`src/rtl/disp_hex_mux_n.sv`:
```
// -----------------------------------------------------------------------------
// disp_hex_mux_n
// Time-multiplexed hexadecimal seven-segment driver for N_DIG common-anode
// digits, with per-digit blanking, PWM brightness inside each digit slot and
// frame-synchronous (tear-free) update of the displayed values.
//
// Optional feature macro: DISP_LZB_EN (leading-zero blanking on the active
// registers). The default build leaves zeros visible.
//
// Parameters:
//   N_DIG   : number of digits (2..8)
//   DWELL_W : digit slot length is 2^DWELL_W clk cycles
//   BR_W    : brightness code width (BR_W <= DWELL_W)
// Ports:
//   clk      : system clock
//   reset    : asynchronous active-low reset
//   hex_in   : hex nibbles, digit k = hex_in[4k+3:4k], digit 0 rightmost
//   dp_in    : decimal points per digit, active-low
//   blank_in : 1 = digit forced dark
//   upd      : single-cycle capture request for hex_in/dp_in/blank_in
//   bright   : brightness code (all ones = full on, 0 = dark)
//   an       : anode enables, active-low, at most one low (registered)
//   sseg     : {dp,g,f,e,d,c,b,a}, active-low (registered)
//   frame    : one-cycle pulse with digit 0's first slot output (registered)
//   upd_pend : a captured update awaits the next frame boundary (registered)
// -----------------------------------------------------------------------------
module disp_hex_mux_n #(
  parameter int N_DIG   = 4,
  parameter int DWELL_W = 16,
  parameter int BR_W    = 4
) (
  input  logic               clk,
  input  logic               reset,
  input  logic [4*N_DIG-1:0] hex_in,
  input  logic [N_DIG-1:0]   dp_in,
  input  logic [N_DIG-1:0]   blank_in,
  input  logic               upd,
  input  logic [BR_W-1:0]    bright,
  output logic [N_DIG-1:0]   an,
  output logic [7:0]         sseg,
  output logic               frame,
  output logic               upd_pend
);

  localparam logic [2:0]         LAST_DIG = 3'(N_DIG - 1);
  localparam logic [DWELL_W-1:0] SLOT_MAX = {DWELL_W{1'b1}};
  localparam logic [BR_W-1:0]    BR_FULL  = {BR_W{1'b1}};

  // Standard active-low hex decode, bit 6..0 = g..a.
  function automatic logic [6:0] hex_decode(input logic [3:0] nib);
    case (nib)
      4'h0:    hex_decode = 7'h40;
      4'h1:    hex_decode = 7'h79;
      4'h2:    hex_decode = 7'h24;
      4'h3:    hex_decode = 7'h30;
      4'h4:    hex_decode = 7'h19;
      4'h5:    hex_decode = 7'h12;
      4'h6:    hex_decode = 7'h02;
      4'h7:    hex_decode = 7'h78;
      4'h8:    hex_decode = 7'h00;
      4'h9:    hex_decode = 7'h10;
      4'hA:    hex_decode = 7'h08;
      4'hB:    hex_decode = 7'h03;
      4'hC:    hex_decode = 7'h46;
      4'hD:    hex_decode = 7'h21;
      4'hE:    hex_decode = 7'h06;
      4'hF:    hex_decode = 7'h0E;
      default: hex_decode = 7'h7F;
    endcase
  endfunction

  logic [DWELL_W-1:0] slot_q, slot_d;
  logic [2:0]         dig_q, dig_d;
  logic [4*N_DIG-1:0] hex_pnd_q, hex_pnd_d, hex_act_q, hex_act_d;
  logic [N_DIG-1:0]   dp_pnd_q, dp_pnd_d, dp_act_q, dp_act_d;
  logic [N_DIG-1:0]   blk_pnd_q, blk_pnd_d, blk_act_q, blk_act_d;
  logic               pend_q, pend_d;
  logic [N_DIG-1:0]   an_q, an_d;
  logic [7:0]         sseg_q, sseg_d;
  logic               frame_q, frame_d;

  logic               boundary_s;
  logic [N_DIG-1:0]   lzb_s;
  logic [N_DIG-1:0]   dark_s;
  logic [N_DIG-1:0]   an_sel_s;
  logic [3:0]         cur_hex_s;
  logic               cur_dp_s;
  logic               cur_dark_s;
  logic [BR_W-1:0]    top_s;
  logic               lit_s;
  logic               show_s;
`ifdef DISP_LZB_EN
  logic               lzb_scan_s;
`endif

  // The frame boundary is the cycle in which dig wraps back to 0.
  assign boundary_s = (slot_q == SLOT_MAX) && (dig_q == LAST_DIG);

  // Slot counter and digit index next state.
  always_comb begin
    slot_d = slot_q + DWELL_W'(1);
    dig_d  = dig_q;
    if (slot_q == SLOT_MAX) begin
      if (dig_q == LAST_DIG) begin
        dig_d = 3'd0;
      end else begin
        dig_d = dig_q + 3'd1;
      end
    end else begin
      dig_d = dig_q;
    end
  end

  // Capture into pending registers and commit pending to active at the boundary.
  always_comb begin
    hex_pnd_d = hex_pnd_q;
    dp_pnd_d  = dp_pnd_q;
    blk_pnd_d = blk_pnd_q;
    hex_act_d = hex_act_q;
    dp_act_d  = dp_act_q;
    blk_act_d = blk_act_q;
    pend_d    = pend_q;
    // The active copy takes the pending data that existed before this cycle,
    // so a capture coinciding with the boundary waits for the next one.
    if (boundary_s && pend_q) begin
      hex_act_d = hex_pnd_q;
      dp_act_d  = dp_pnd_q;
      blk_act_d = blk_pnd_q;
    end else begin
      hex_act_d = hex_act_q;
      dp_act_d  = dp_act_q;
      blk_act_d = blk_act_q;
    end
    if (upd) begin
      hex_pnd_d = hex_in;
      dp_pnd_d  = dp_in;
      blk_pnd_d = blank_in;
      pend_d    = 1'b1;
    end else if (boundary_s) begin
      pend_d    = 1'b0;
    end else begin
      pend_d    = pend_q;
    end
  end

  // Leading-zero blanking mask, evaluated on the active registers.
  always_comb begin
    lzb_s = {N_DIG{1'b0}};
`ifdef DISP_LZB_EN
    lzb_scan_s = 1'b1;
    for (int k = N_DIG - 1; k >= 1; k--) begin
      if (lzb_scan_s && (hex_act_q[4*k +: 4] == 4'h0) && dp_act_q[k]) begin
        lzb_s[k] = 1'b1;
      end else begin
        lzb_scan_s = 1'b0;
      end
    end
`endif
  end

  assign dark_s = blk_act_q | lzb_s;

  // Select the current digit's active data and form the output next state.
  always_comb begin
    an_sel_s   = {N_DIG{1'b1}};
    cur_hex_s  = 4'h0;
    cur_dp_s   = 1'b1;
    cur_dark_s = 1'b0;
    for (int k = 0; k < N_DIG; k++) begin
      an_sel_s[k] = (dig_q != 3'(k));
      cur_hex_s   = cur_hex_s | (hex_act_q[4*k +: 4] & {4{~an_sel_s[k]}});
      cur_dp_s    = cur_dp_s & (dp_act_q[k] | an_sel_s[k]);
      cur_dark_s  = cur_dark_s | (dark_s[k] & ~an_sel_s[k]);
    end
    // PWM window: the top BR_W bits of the slot counter against the code.
    top_s   = slot_q[DWELL_W-1 -: BR_W];
    lit_s   = (bright == BR_FULL) || (top_s < bright);
    show_s  = lit_s && !cur_dark_s;
    if (show_s) begin
      an_d   = an_sel_s;
      sseg_d = {cur_dp_s, hex_decode(cur_hex_s)};
    end else begin
      an_d   = {N_DIG{1'b1}};
      sseg_d = 8'hFF;
    end
    frame_d = (slot_q == {DWELL_W{1'b0}}) && (dig_q == 3'd0);
  end

  // State and output registers.
  always_ff @(posedge clk or negedge reset) begin
    if (!reset) begin
      slot_q    <= {DWELL_W{1'b0}};
      dig_q     <= 3'd0;
      hex_pnd_q <= {(4*N_DIG){1'b0}};
      dp_pnd_q  <= {N_DIG{1'b1}};
      blk_pnd_q <= {N_DIG{1'b0}};
      hex_act_q <= {(4*N_DIG){1'b0}};
      dp_act_q  <= {N_DIG{1'b1}};
      blk_act_q <= {N_DIG{1'b0}};
      pend_q    <= 1'b0;
      an_q      <= {N_DIG{1'b1}};
      sseg_q    <= 8'hFF;
      frame_q   <= 1'b0;
    end else begin
      slot_q    <= slot_d;
      dig_q     <= dig_d;
      hex_pnd_q <= hex_pnd_d;
      dp_pnd_q  <= dp_pnd_d;
      blk_pnd_q <= blk_pnd_d;
      hex_act_q <= hex_act_d;
      dp_act_q  <= dp_act_d;
      blk_act_q <= blk_act_d;
      pend_q    <= pend_d;
      an_q      <= an_d;
      sseg_q    <= sseg_d;
      frame_q   <= frame_d;
    end
  end

  assign an       = an_q;
  assign sseg     = sseg_q;
  assign frame    = frame_q;
  assign upd_pend = pend_q;

endmodule

```
`config.mk`:
```
export PLATFORM = sky130hd
export DESIGN_NAME = disp_hex_mux_n
export DESIGN_NICKNAME = d
export VERILOG_FILES = /design/src/rtl/disp_hex_mux_n.sv
export SDC_FILE = /design/constraint.sdc
export NUM_CORES = 1
export LEC_CHECK = 0
export BUFFER_PORTS_ARGS = -buffer_cell sky130_fd_sc_hd__clkbuf_2
export CORE_MARGIN = 5
export CORE_UTILIZATION = 28
export DETAILED_ROUTE_END_ITERATION = 16
export PLACE_DENSITY = 0.57
export SYNTH_ARGS = -nofsm -noshare
export SYNTH_HDL_FRONTEND = slang
export SYNTH_SLANG_ARGS = --single-unit
```
`constraint.sdc`:
```
create_clock -name clk -period 2.45 [get_ports clk]
set_clock_uncertainty 0.05 [all_clocks]
set_input_delay 0.3675 -clock clk [delete_from_list [all_inputs] [get_ports clk]]
set_output_delay 0.3675 -clock clk [all_outputs]
set_load 0.01 [all_outputs]
```
==> results of run 1 <==
worst max-delay path, stage by stage, from the launching register on:
cell and delay, ns:
dfrtp_1 0.42, inv_1 0.10, ha_1 0.33, a22oi_1 0.14, a21oi_1 0.21, inv_1 0.12
ha_1 0.19, or4_1 0.48, o311ai_0 0.12
per-layer routing:
layer | vias up | share of wire (%)
met2 | 44 | 42
met3 | 11 | 5.2
met4 | 0 | 1.4
met1 | 1158 | 51
met5 | - | 0
li1 | 1125 | -
how the worst max path moves through the flow:
stage | startpoint | to | slack (ns) | cells past startpoint
2_1_floorplan | dig_q[0] | sseg[4] | 0.17 | 9
3_3_place_gp | dig_q[0] | sseg[4] | 0.26 | 8
3_5_place_dp | dig_q[0] | sseg[4] | 0.18 | 8
4_1_cts | dig_q[0] | sseg[4] | 0.17 | 8
5_1_grt | dig_q[0] | sseg[4] | 0.03 | 8
6_report | dig_q[0] | sseg[4] | 0.16 | 8
cell usage in the layout (no fill, tap or decap), types with 5 or more instances in the layout:
cell	Yosys	layout
dfrtp_1	61	61
clkbuf_2	0	43
mux2_2	41	41
dfstp_2	20	20
inv_1	16	16
ha_1	15	15
nand3_1	12	12
xnor2_1	12	12
mux2_4	10	10
nand2_1	9	9
clkbuf_16	0	9
a22oi_1	8	8
a22o_1	5	5
o211ai_1	5	5
nor2_1	5	5
buf_4	0	5
through the flow:
stage | total power [uW] | area (um^2)
2_1_floorplan | 1480 | 3720
3_3_place_gp | 1560 | 4180
3_5_place_dp | 1560 | 4180
4_1_cts | 2950 | 4500
5_1_grt | 3010 | 4500
6_report | 2900 | 4500
kinds of logic after synthesis:
| group | after synthesis |
|---|---|
| AND/OR/NAND/NOR | 52 |
| flip-flops | 81 |
| multiplexers | 55 |
| XOR/XNOR | 14 |
| adder cells (fa/ha/maj) | 15 |
| buffers and inverters | 27 |
| AO/OA/AOI/OAI | 38 |
report_power, final:
part           switching, uW  internal, uW
sequential              22.7          1390
clock                    493           871
combinational           57.7          63.0
total                    573          2320
flip-flops by register name, indices dropped and copies added, names as in the netlist:
name	flops
hex_pnd_q	16
slot_q	16
blk_act_q	4
an	4
hex_act_q	16
upd_pend	1
frame	1
dig_q	3
blk_pnd_q	4
sseg	8
dp_act_q	4
dp_pnd_q	4
area by class of cell:
cell class                 count  share of cell area [%]
sequential                    81                    45.6
clock buffer                  14                    6.09
inverter                      16                    1.34
multi-input combinational    174                    34.5
timing repair buffer          51                    6.73
clock inverter                 2                   0.779
tap                          176                    4.90
timing repair:
action,CTS,global route
hold endpoints to repair,25,0
buffers inserted,0,0
hold buffers,1,0
==> tab_implementation.tex, run 1 <==
\begin{tabular}{lr}
\hline
Metric & Value \\
\hline
\multicolumn{2}{l}{\textbf{Yosys}} \\
Xor/xnor share of the synthesized area & 3.29\% \\
Number of synthesized flops with an enable pin & 0 \\
Nets in the synthesized netlist & 328 \\
Top post-synthesis cells by count & dfrtp\_1, mux2\_2, dfstp\_2, inv\_1, ha\_1 \\
Synthesis warning total & 0 \\
Cell taking the most area after synthesis & dfrtp\_1 \\
Leading cell types by total area after synthesis & dfrtp\_1, dfstp\_2, mux2\_2, ha\_1, mux2\_4 \\
Count leader, synth & dfrtp\_1 \\
Fraction of registers with async set or reset after synthesis & 100\% \\
Post-synthesis cell count & 282 \\
Adder and majority gate portion of the synthesized area & 5.04\% \\
Per-instance average area after synthesis & 13.2 um\^{}2 \\
Post-synthesis cell type count & 45 \\
Sequential cell area fraction in the yosys report & 55.1\% \\
Post-Synthesis Cell Area & 0.00372 mm\^{}2 \\
Combinational family with the most area after synthesis & multiplexers \\
Yosys reg bits & 81 \\
Post-synthesis share of cell area spent on and, or, nand and nor gates & 8.30\% \\
Complex-gate fraction of the synthesized area & 7.59\% \\
Yosys top cell area share & 41.0\% \\
Top FF cell, synth & dfrtp\_1 \\
Multiplexer fraction of the synthesized cell area & 17.5\% \\
\multicolumn{2}{l}{\textbf{Placed design}} \\
Worst-case setup slack after placement & 0.182 ns \\
I/O Buffers & 44 \\
Detailed placement HPWL & 5560 um \\
Placed insts & 497 \\
GP Congestion & 0.807 \\
\multicolumn{2}{l}{\textbf{Timing}} \\
Setup slack of the critical path after layout & 0.164 ns \\
Total setup violations reported at the end of the flow & 0 \\
Actual transition at the worst max-transition pin & 0.650 ns \\
Ratio of final minimum period to clock period & 93.3\% \\
Number of hold-slack violations in the final timing report & 0 \\
Relative max-transition margin & 56.7\% \\
Maximum achievable frequency & 437 MHz \\
Clock period minus final worst setup slack & 2.29 ns \\
Min Hold Slack & 0.213 ns \\
Final Max Tran Viols & 0 \\
Setup\_tns & 0 ns \\
Setup repair after global routing missed its margin & false \\
\multicolumn{2}{l}{\textbf{Power and ir drop}} \\
Power density over cell area & 644 mW/mm\^{}2 \\
Leakage Power & 0.00205 uW \\
Peak VDD IR & 0.000379 V \\
\multicolumn{2}{l}{\textbf{Clock tree}} \\
CTS HTree Levels & 3 \\
Clock transition at the registers of the reported paths & 0.06 ns \\
\# clock sinks & 81 \\
Total of cells resized after clock tree synthesis & 0 \\
Skew-Pair Late Insertion Delay & 0.33 ns \\
Clock Root Buffer & clkbuf\_16 \\
Number of buffers created by CTS & 9 \\
Maximum number of buffers from clock root to sink & 2 \\
Clock tree from TritonCTS & built \\
\multicolumn{2}{l}{\textbf{Floorplan}} \\
Area of the die & 0.0157 mm\^{}2 \\
Starting density of the core & 28.4\% \\
Core box area & 0.0131 mm\^{}2 \\
FP Rows & 42 \\
Overall die width & 125 um \\
Y dimension of the die & 125 um \\
Top-level I/O count & 45 \\
\multicolumn{2}{l}{\textbf{Worst hold path}} \\
Kind of path behind the tightest hold check & in -> reg \\
Endpoint of the worst hold-timing path & hex\_pnd\_q[12] \\
HP Start & hex\_in[12] \\
Hold Path Stages & 2 \\
\multicolumn{2}{l}{\textbf{Drt}} \\
Wire length per cell after detailed routing & 14.6 um \\
Number of detailed-routing iterations run before antenna repair & 4 \\
Count of nets left with antenna violations after detail routing & 0 \\
Via count & 2,338 \\
Drt total wl & 7500 um \\
Residual DRC count & 0 \\
Average via count per standard cell & 4.55 \\
Starting DRC count in detailed routing & 93 \\
\multicolumn{2}{l}{\textbf{Cells and area}} \\
Antenna diode count & 0 \\
Layout fillers & 1,319 \\
Post-layout util & 34.2\% \\
Storage element area & 0.00205 mm\^{}2 \\
Area Overhead vs Synth & 20.8\% \\
Post-Layout Cell Count & 514 \\
Fraction of layout cells with a size suffix above 1 & 41.1\% \\
Nets & 379 \\
Total area of multi-input combinational cells & 0.00155 mm\^{}2 \\
\multicolumn{2}{l}{\textbf{Global routing}} \\
Met2 track demand over resource & 14.4\% \\
Wire length of the first global-routing pass & 12,900 um \\
Global-route congestion overflow total & 0 \\
Most heavily used metal layer in global routing & met1 \\
Met1 track demand over resource in global routing & 14.8\% \\
Overall Global Routing Usage & 10.3\% \\
Initial antenna violation count & 0 \\
Via count of the first global-routing pass & 2,440 \\
GR Util met3 & 3.58\% \\
Largest net degree at the start of global routing & 45 \\
\multicolumn{2}{l}{\textbf{Flow run}} \\
Max-cap violations & 0 \\
\multicolumn{2}{l}{\textbf{Critical path}} \\
Worst-case reg-to-reg path depth & 8 \\
Maximum fanout count along the critical path & 9 \\
Critical path endpoint category & flop \\
Endpoint of the worst register-to-register path & sseg[4] \\
Crit start category & flop \\
Required time worst endpoint & 2.61 ns \\
Crit Path Class & reg -> reg \\
Source of the worst register-to-register timing path & dig\_q[0] \\
Signal arrival time at the worst endpoint & 2.45 ns \\
Reg-to-reg setup timing slack & 0.16 ns \\
\multicolumn{2}{l}{\textbf{Run status}} \\
Status & completed \\
\hline
\end{tabular}
Power figures use the tool's default switching activity.
==> run 2: changes to the inputs <==
--- a/config.mk
+++ b/config.mk
@@ -7,9 +7,9 @@
 export LEC_CHECK = 0
 export BUFFER_PORTS_ARGS = -buffer_cell sky130_fd_sc_hd__clkbuf_2
 export CORE_MARGIN = 5
-export CORE_UTILIZATION = 28
+export CORE_UTILIZATION = 45
 export DETAILED_ROUTE_END_ITERATION = 16
-export PLACE_DENSITY = 0.57
+export PLACE_DENSITY = 0.78
 export SYNTH_ARGS = -nofsm -noshare
 export SYNTH_HDL_FRONTEND = slang
 export SYNTH_SLANG_ARGS = --single-unit
==> tab_implementation.tex, run 2 (same netlist as run 1, synthesis figures left out) <==
\begin{tabular}{lr}
\hline
Metric & Value \\
\hline
\multicolumn{2}{l}{\textbf{Run status}} \\
Status & completed \\
\multicolumn{2}{l}{\textbf{Critical path}} \\
Worst stage delay on the critical path & 0.49 ns \\
Library cell contributing the largest single delay on the critical path & or4\_1 \\
Source of the worst register-to-register timing path & dig\_q[1] \\
Endpoint of the worst register-to-register path & sseg[4] \\
Reg-to-reg setup timing slack & 0.20 ns \\
Critical path endpoint category & flop \\
Maximum fanout count along the critical path & 9 \\
Required time worst endpoint & 2.64 ns \\
Largest delay contributor family on the critical path & adder cells \\
Crit start category & flop \\
Signal arrival time at the worst endpoint & 2.45 ns \\
Critical-path cell list & inv\_1, ha\_1, a22oi\_1, a21oi\_1, inv\_1, ha\_1, or4\_1, o311ai\_0 \\
Crit Path Class & reg -> reg \\
Sum of buffers and inverters on the critical path & 2 \\
Worst-case reg-to-reg path depth & 8 \\
\multicolumn{2}{l}{\textbf{Floorplan}} \\
Area of the die & 0.0102 mm\^{}2 \\
Top-level I/O count & 45 \\
Starting density of the core & 45.8\% \\
Core box area & 0.00813 mm\^{}2 \\
FP Rows & 33 \\
Overall die width & 101 um \\
Y dimension of the die & 101 um \\
\multicolumn{2}{l}{\textbf{Cells and area}} \\
Antenna diode count & 0 \\
Commonest non-fill, non-tap cell in the layout & dfrtp\_1 \\
Design Area, Final & 0.00427 mm\^{}2 \\
Nets & 379 \\
Most frequent cells in the layout & dfrtp\_1, clkbuf\_2, mux2\_2 \\
Area Overhead vs Synth & 14.5\% \\
Largest regs & hex\_act\_q x16, hex\_pnd\_q x16, slot\_q x16 \\
Fraction of layout cells with a size suffix above 1 & 42.3\% \\
\multicolumn{2}{l}{\textbf{Drt}} \\
Drt total wl & 6740 um \\
Residual DRC count & 0 \\
Number of detailed-routing iterations run before antenna repair & 4 \\
Average via count per standard cell & 5.37 \\
Via count & 2,378 \\
Starting DRC count in detailed routing & 143 \\
Wire length per cell after detailed routing & 15.2 um \\
Count of nets left with antenna violations after detail routing & 0 \\
\multicolumn{2}{l}{\textbf{Global routing}} \\
Initial antenna violation count & 0 \\
Via count of the first global-routing pass & 2,400 \\
Wire length of the first global-routing pass & 11,600 um \\
Largest net degree at the start of global routing & 71 \\
Overall Global Routing Usage & 14.6\% \\
Global-route congestion overflow total & 0 \\
\multicolumn{2}{l}{\textbf{Placed design}} \\
Total cell area at the placement stage & 0.00409 mm\^{}2 \\
Detailed placement HPWL & 4950 um \\
I/O Buffers & 44 \\
GP Congestion & 0.811 \\
\multicolumn{2}{l}{\textbf{Clock tree}} \\
CTS HTree Levels & 3 \\
Clock tree from TritonCTS & built \\
Total of cells resized after clock tree synthesis & 0 \\
Hold bufs inserted after CTS & 0 \\
\# clock sinks & 81 \\
Maximum number of buffers from clock root to sink & 2 \\
Postcts setup bufs & 0 \\
Number of buffers created by CTS & 9 \\
Clock transition at the registers of the reported paths & 0.08 ns \\
Clock Root Buffer & clkbuf\_8 \\
Skew-Pair Late Insertion Delay & 0.36 ns \\
\multicolumn{2}{l}{\textbf{Timing}} \\
Setup repair after global routing missed its margin & false \\
Actual transition at the worst max-transition pin & 0.842 ns \\
Clock period minus final worst setup slack & 2.25 ns \\
Relative max-transition margin & 43.9\% \\
Final Max Tran Viols & 0 \\
Total setup violations reported at the end of the flow & 0 \\
Maximum achievable frequency & 444 MHz \\
Setup\_tns & 0 ns \\
Number of hold-slack violations in the final timing report & 0 \\
Ratio of final minimum period to clock period & 92.0\% \\
\multicolumn{2}{l}{\textbf{Power and ir drop}} \\
Leakage Power & 0.00197 uW \\
Power density over cell area & 562 mW/mm\^{}2 \\
Peak VDD IR & 0.000307 V \\
Total power & 2400 uW \\
\multicolumn{2}{l}{\textbf{Worst hold path}} \\
Kind of path behind the tightest hold check & in -> async \\
\multicolumn{2}{l}{\textbf{Flow run}} \\
Max-cap violations & 0 \\
\hline
\end{tabular}
==> run 2: changes by cell type in the layout (fill, tap and decap cells not counted), sizes merged <==
cell,before,now
inv,16,18
buf,7,8
clkinvlp,0,3
clkbuf,57,52
dlygate4sd3,1,0
clkinv,1,2
bufinv,1,0
==> run 2: power breakdown <==
| group | switching (uW) | internal, uW | total (uW) | leakage [uW] |
|---|---|---|---|---|
| Clock | 495 | 374 | 868 | 0.0000822 |
| Sequential | 22.3 | 1390 | 1410 | 0.000995 |
| Combinational | 57.6 | 60.8 | 118 | 0.000897 |
| Total | 574 | 1820 | 2400 | 0.00197 |
==> run 2: cell type report <==
| class | instances | area [um^2] |
|---|---|---|
| clock inverters | 7 | 53.8 |
| flip-flops and latches | 81 | 2050 |
| inverters | 16 | 60.1 |
| multi-input cells | 174 | 1560 |
| fillers | 695 | 3870 |
| well taps | 105 | 131 |
| repair buffers | 51 | 288 |
| clock buffers | 9 | 124 |
==> run 2: worst max-delay path by stage <==
stage / slack, ns / start / to / cells past startpoint
finish: 0.20 / dig_q[1] / sseg[4] / 8
global route: 0.007 / dig_q[1] / sseg[3] / 9
detailed placement: 0.20 / dig_q[0] / sseg[4] / 8
CTS: 0.17 / dig_q[0] / sseg[4] / 8
floorplan: 0.17 / dig_q[0] / sseg[4] / 9
global placement: 0.27 / dig_q[0] / sseg[4] / 8
==> run 2: routing by layer <==
layer / track usage (%) / vias to the layer above / share of wire [%]
li1: - / 1128 / -
met1: 19.8 / 1183 / 48
met2: 21.8 / 57 / 44
met3: 4.98 / 10 / 6.1
met4: 5.01 / 0 / 1.3
met5: 0 / - / 0
==> run 2: per-stage QoR <==
step / worst slack, ns / std cells / util (%) / hold WS, ns
after global routing: 0.00680 / 443 / 52.4 / 0.141
after floorplan: 0.169 / 282 / - / 0.0219
after global placement: 0.274 / 427 / 50.2 / 0.429
after CTS: 0.172 / 443 / 52.4 / 0.0889
final: 0.196 / 443 / 52.4 / 0.0703
after detailed placement: 0.204 / 427 / 50.2 / 0.429
==> run 3: changes to the inputs <==
--- a/config.mk
+++ b/config.mk
@@ -6,10 +6,12 @@
 export NUM_CORES = 1
 export LEC_CHECK = 0
 export BUFFER_PORTS_ARGS = -buffer_cell sky130_fd_sc_hd__clkbuf_2
+export CELL_PAD_IN_SITES_DETAIL_PLACEMENT = 1
+export CELL_PAD_IN_SITES_GLOBAL_PLACEMENT = 1
 export CORE_MARGIN = 5
-export CORE_UTILIZATION = 45
+export CORE_UTILIZATION = 43
 export DETAILED_ROUTE_END_ITERATION = 16
-export PLACE_DENSITY = 0.78
+export PLACE_DENSITY = 0.87
 export SYNTH_ARGS = -nofsm -noshare
 export SYNTH_HDL_FRONTEND = slang
 export SYNTH_SLANG_ARGS = --single-unit
==> tab_implementation.tex, run 3 (same netlist as run 1, synthesis figures left out) <==
\begin{tabular}{lr}
\hline
Metric & Value \\
\hline
\multicolumn{2}{l}{\textbf{Run status}} \\
Status & completed \\
\multicolumn{2}{l}{\textbf{Cells and area}} \\
Layout fillers & 926 \\
Area Overhead vs Synth & 15.9\% \\
Most frequent cells in the layout & dfrtp\_1, clkbuf\_2, mux2\_2 \\
Commonest non-fill, non-tap cell in the layout & dfrtp\_1 \\
Antenna diode count & 0 \\
Nets & 380 \\
Post-layout util & 50.2\% \\
Largest regs & hex\_act\_q x16, hex\_pnd\_q x16, slot\_q x16 \\
Fraction of layout cells with a size suffix above 1 & 42.2\% \\
\multicolumn{2}{l}{\textbf{Critical path}} \\
Worst stage delay on the critical path & 0.49 ns \\
Signal arrival time at the worst endpoint & 2.48 ns \\
Critical path endpoint category & flop \\
Maximum fanout count along the critical path & 5 \\
Library cell contributing the largest single delay on the critical path & or4\_1 \\
Required time worst endpoint & 2.64 ns \\
Crit start category & flop \\
Sum of buffers and inverters on the critical path & 2 \\
Critical-path cell list & inv\_1, ha\_1, a22oi\_1, a21oi\_2, inv\_1, ha\_1, or4\_1, o311ai\_0 \\
Largest delay contributor family on the critical path & compound AO/OA/AOI/OAI gates \\
Crit Path Class & reg -> reg \\
\multicolumn{2}{l}{\textbf{Timing}} \\
Relative max-transition margin & 56.0\% \\
Clock period minus final worst setup slack & 2.29 ns \\
Maximum achievable frequency & 438 MHz \\
Setup repair after global routing missed its margin & false \\
Number of hold-slack violations in the final timing report & 0 \\
Setup\_tns & 0 ns \\
Final Max Tran Viols & 0 \\
Ratio of final minimum period to clock period & 93.3\% \\
Actual transition at the worst max-transition pin & 0.653 ns \\
Total setup violations reported at the end of the flow & 0 \\
Min Hold Slack & 0.188 ns \\
\multicolumn{2}{l}{\textbf{Global routing}} \\
Initial antenna violation count & 0 \\
Largest net degree at the start of global routing & 63 \\
Overall Global Routing Usage & 16.3\% \\
Global-route congestion overflow total & 0 \\
Via count of the first global-routing pass & 2,629 \\
Wire length of the first global-routing pass & 13,300 um \\
\multicolumn{2}{l}{\textbf{Clock tree}} \\
Number of buffers created by CTS & 9 \\
Maximum number of buffers from clock root to sink & 2 \\
Postcts setup bufs & 0 \\
Skew-Pair Late Insertion Delay & 0.36 ns \\
Clock transition at the registers of the reported paths & 0.08 ns \\
Clock Root Buffer & clkbuf\_8 \\
\# clock sinks & 81 \\
Clock tree from TritonCTS & built \\
CTS HTree Levels & 3 \\
\multicolumn{2}{l}{\textbf{Drt}} \\
Number of detailed-routing iterations run before antenna repair & 4 \\
Residual DRC count & 0 \\
Starting DRC count in detailed routing & 78 \\
Count of nets left with antenna violations after detail routing & 0 \\
Wire length per cell after detailed routing & 17.5 um \\
Average via count per standard cell & 5.42 \\
Via count & 2,424 \\
Drt total wl & 7830 um \\
\multicolumn{2}{l}{\textbf{Placed design}} \\
Detailed placement HPWL & 5780 um \\
GP Congestion & 0.815 \\
I/O Buffers & 44 \\
\multicolumn{2}{l}{\textbf{Power and ir drop}} \\
Power density over cell area & 582 mW/mm\^{}2 \\
Peak VDD IR & 0.000339 V \\
Leakage Power & 0.00200 uW \\
\multicolumn{2}{l}{\textbf{Floorplan}} \\
Core box area & 0.00859 mm\^{}2 \\
Overall die width & 103 um \\
Area of the die & 0.0106 mm\^{}2 \\
Y dimension of the die & 103 um \\
FP Rows & 34 \\
Top-level I/O count & 45 \\
Starting density of the core & 43.3\% \\
\multicolumn{2}{l}{\textbf{Worst hold path}} \\
Kind of path behind the tightest hold check & in -> reg \\
\multicolumn{2}{l}{\textbf{Flow run}} \\
Max-cap violations & 0 \\
\hline
\end{tabular}
-- run 3: layer usage --
layer / wire length (um) / up-vias / part of all wire (%) / GRT usage [%]
met4: 154 / 0 / 2.0 / 6.18
met5: 0 / - / 0 / 0
met2: 3740 / 48 / 48 / 26.0
met3: 321 / 13 / 4.1 / 4.06
li1: - / 1122 / - / -
met1: 3620 / 1241 / 46 / 21.5
-- run 3: metrics by stage --
| step | power (uW) | cell area [um^2] | setup slack, ns | instances |
|---|---|---|---|---|
| 2_1_floorplan | 1480 | 3720 | 0.169 | 282 |
| 3_3_place_gp | 1550 | 4100 | 0.251 | 430 |
| 3_5_place_dp | 1560 | 4100 | 0.0812 | 430 |
| 4_1_cts | 2550 | 4310 | 0.00821 | 447 |
| 5_1_grt | 2620 | 4320 | 0.00744 | 447 |
| 6_report | 2510 | 4320 | 0.165 | 447 |
-- run 3: repair_timing --
action | 4_1_cts | 5_1_grt
hold buffers | 1 | 0
endpoints found under the setup margin | 0 | 8
endpoints found under the hold margin | 18 | 0
resized for setup | 0 | 3
-- run 3: worst paths after layout --
path                            slack, ns           end  depth (start not counted)      start
worst max-delay path                 0.16       sseg[4]                          8   dig_q[0]
worst min-delay path                 0.19  hex_pnd_q[9]                          2  hex_in[9]
worst max register to register       0.16       sseg[4]                          8   dig_q[0]
worst min register to register       0.45     slot_q[4]                          1  slot_q[4]
max in group asynchronous            1.34       sseg[6]                          3      reset
min in group asynchronous            0.36     slot_q[1]                          2      reset
-- run 3: layout make-up --
type,instances,area [um^2],share of cell area (%)
sequential,81,2050,47.5
timing repair buffer,52,310,7.19
clock buffer,12,145,3.36
inverter,16,60.1,1.39
tap,108,135,3.13
multi-input combinational,174,1560,36.2
clock inverter,4,51.3,1.19
-- run 3: report_power, final --
group / internal [uW] / total, uW / switching (uW)
Sequential: 1390 / 1410 / 23.9
Clock: 502 / 980 / 479
Combinational: 63.3 / 121 / 57.4
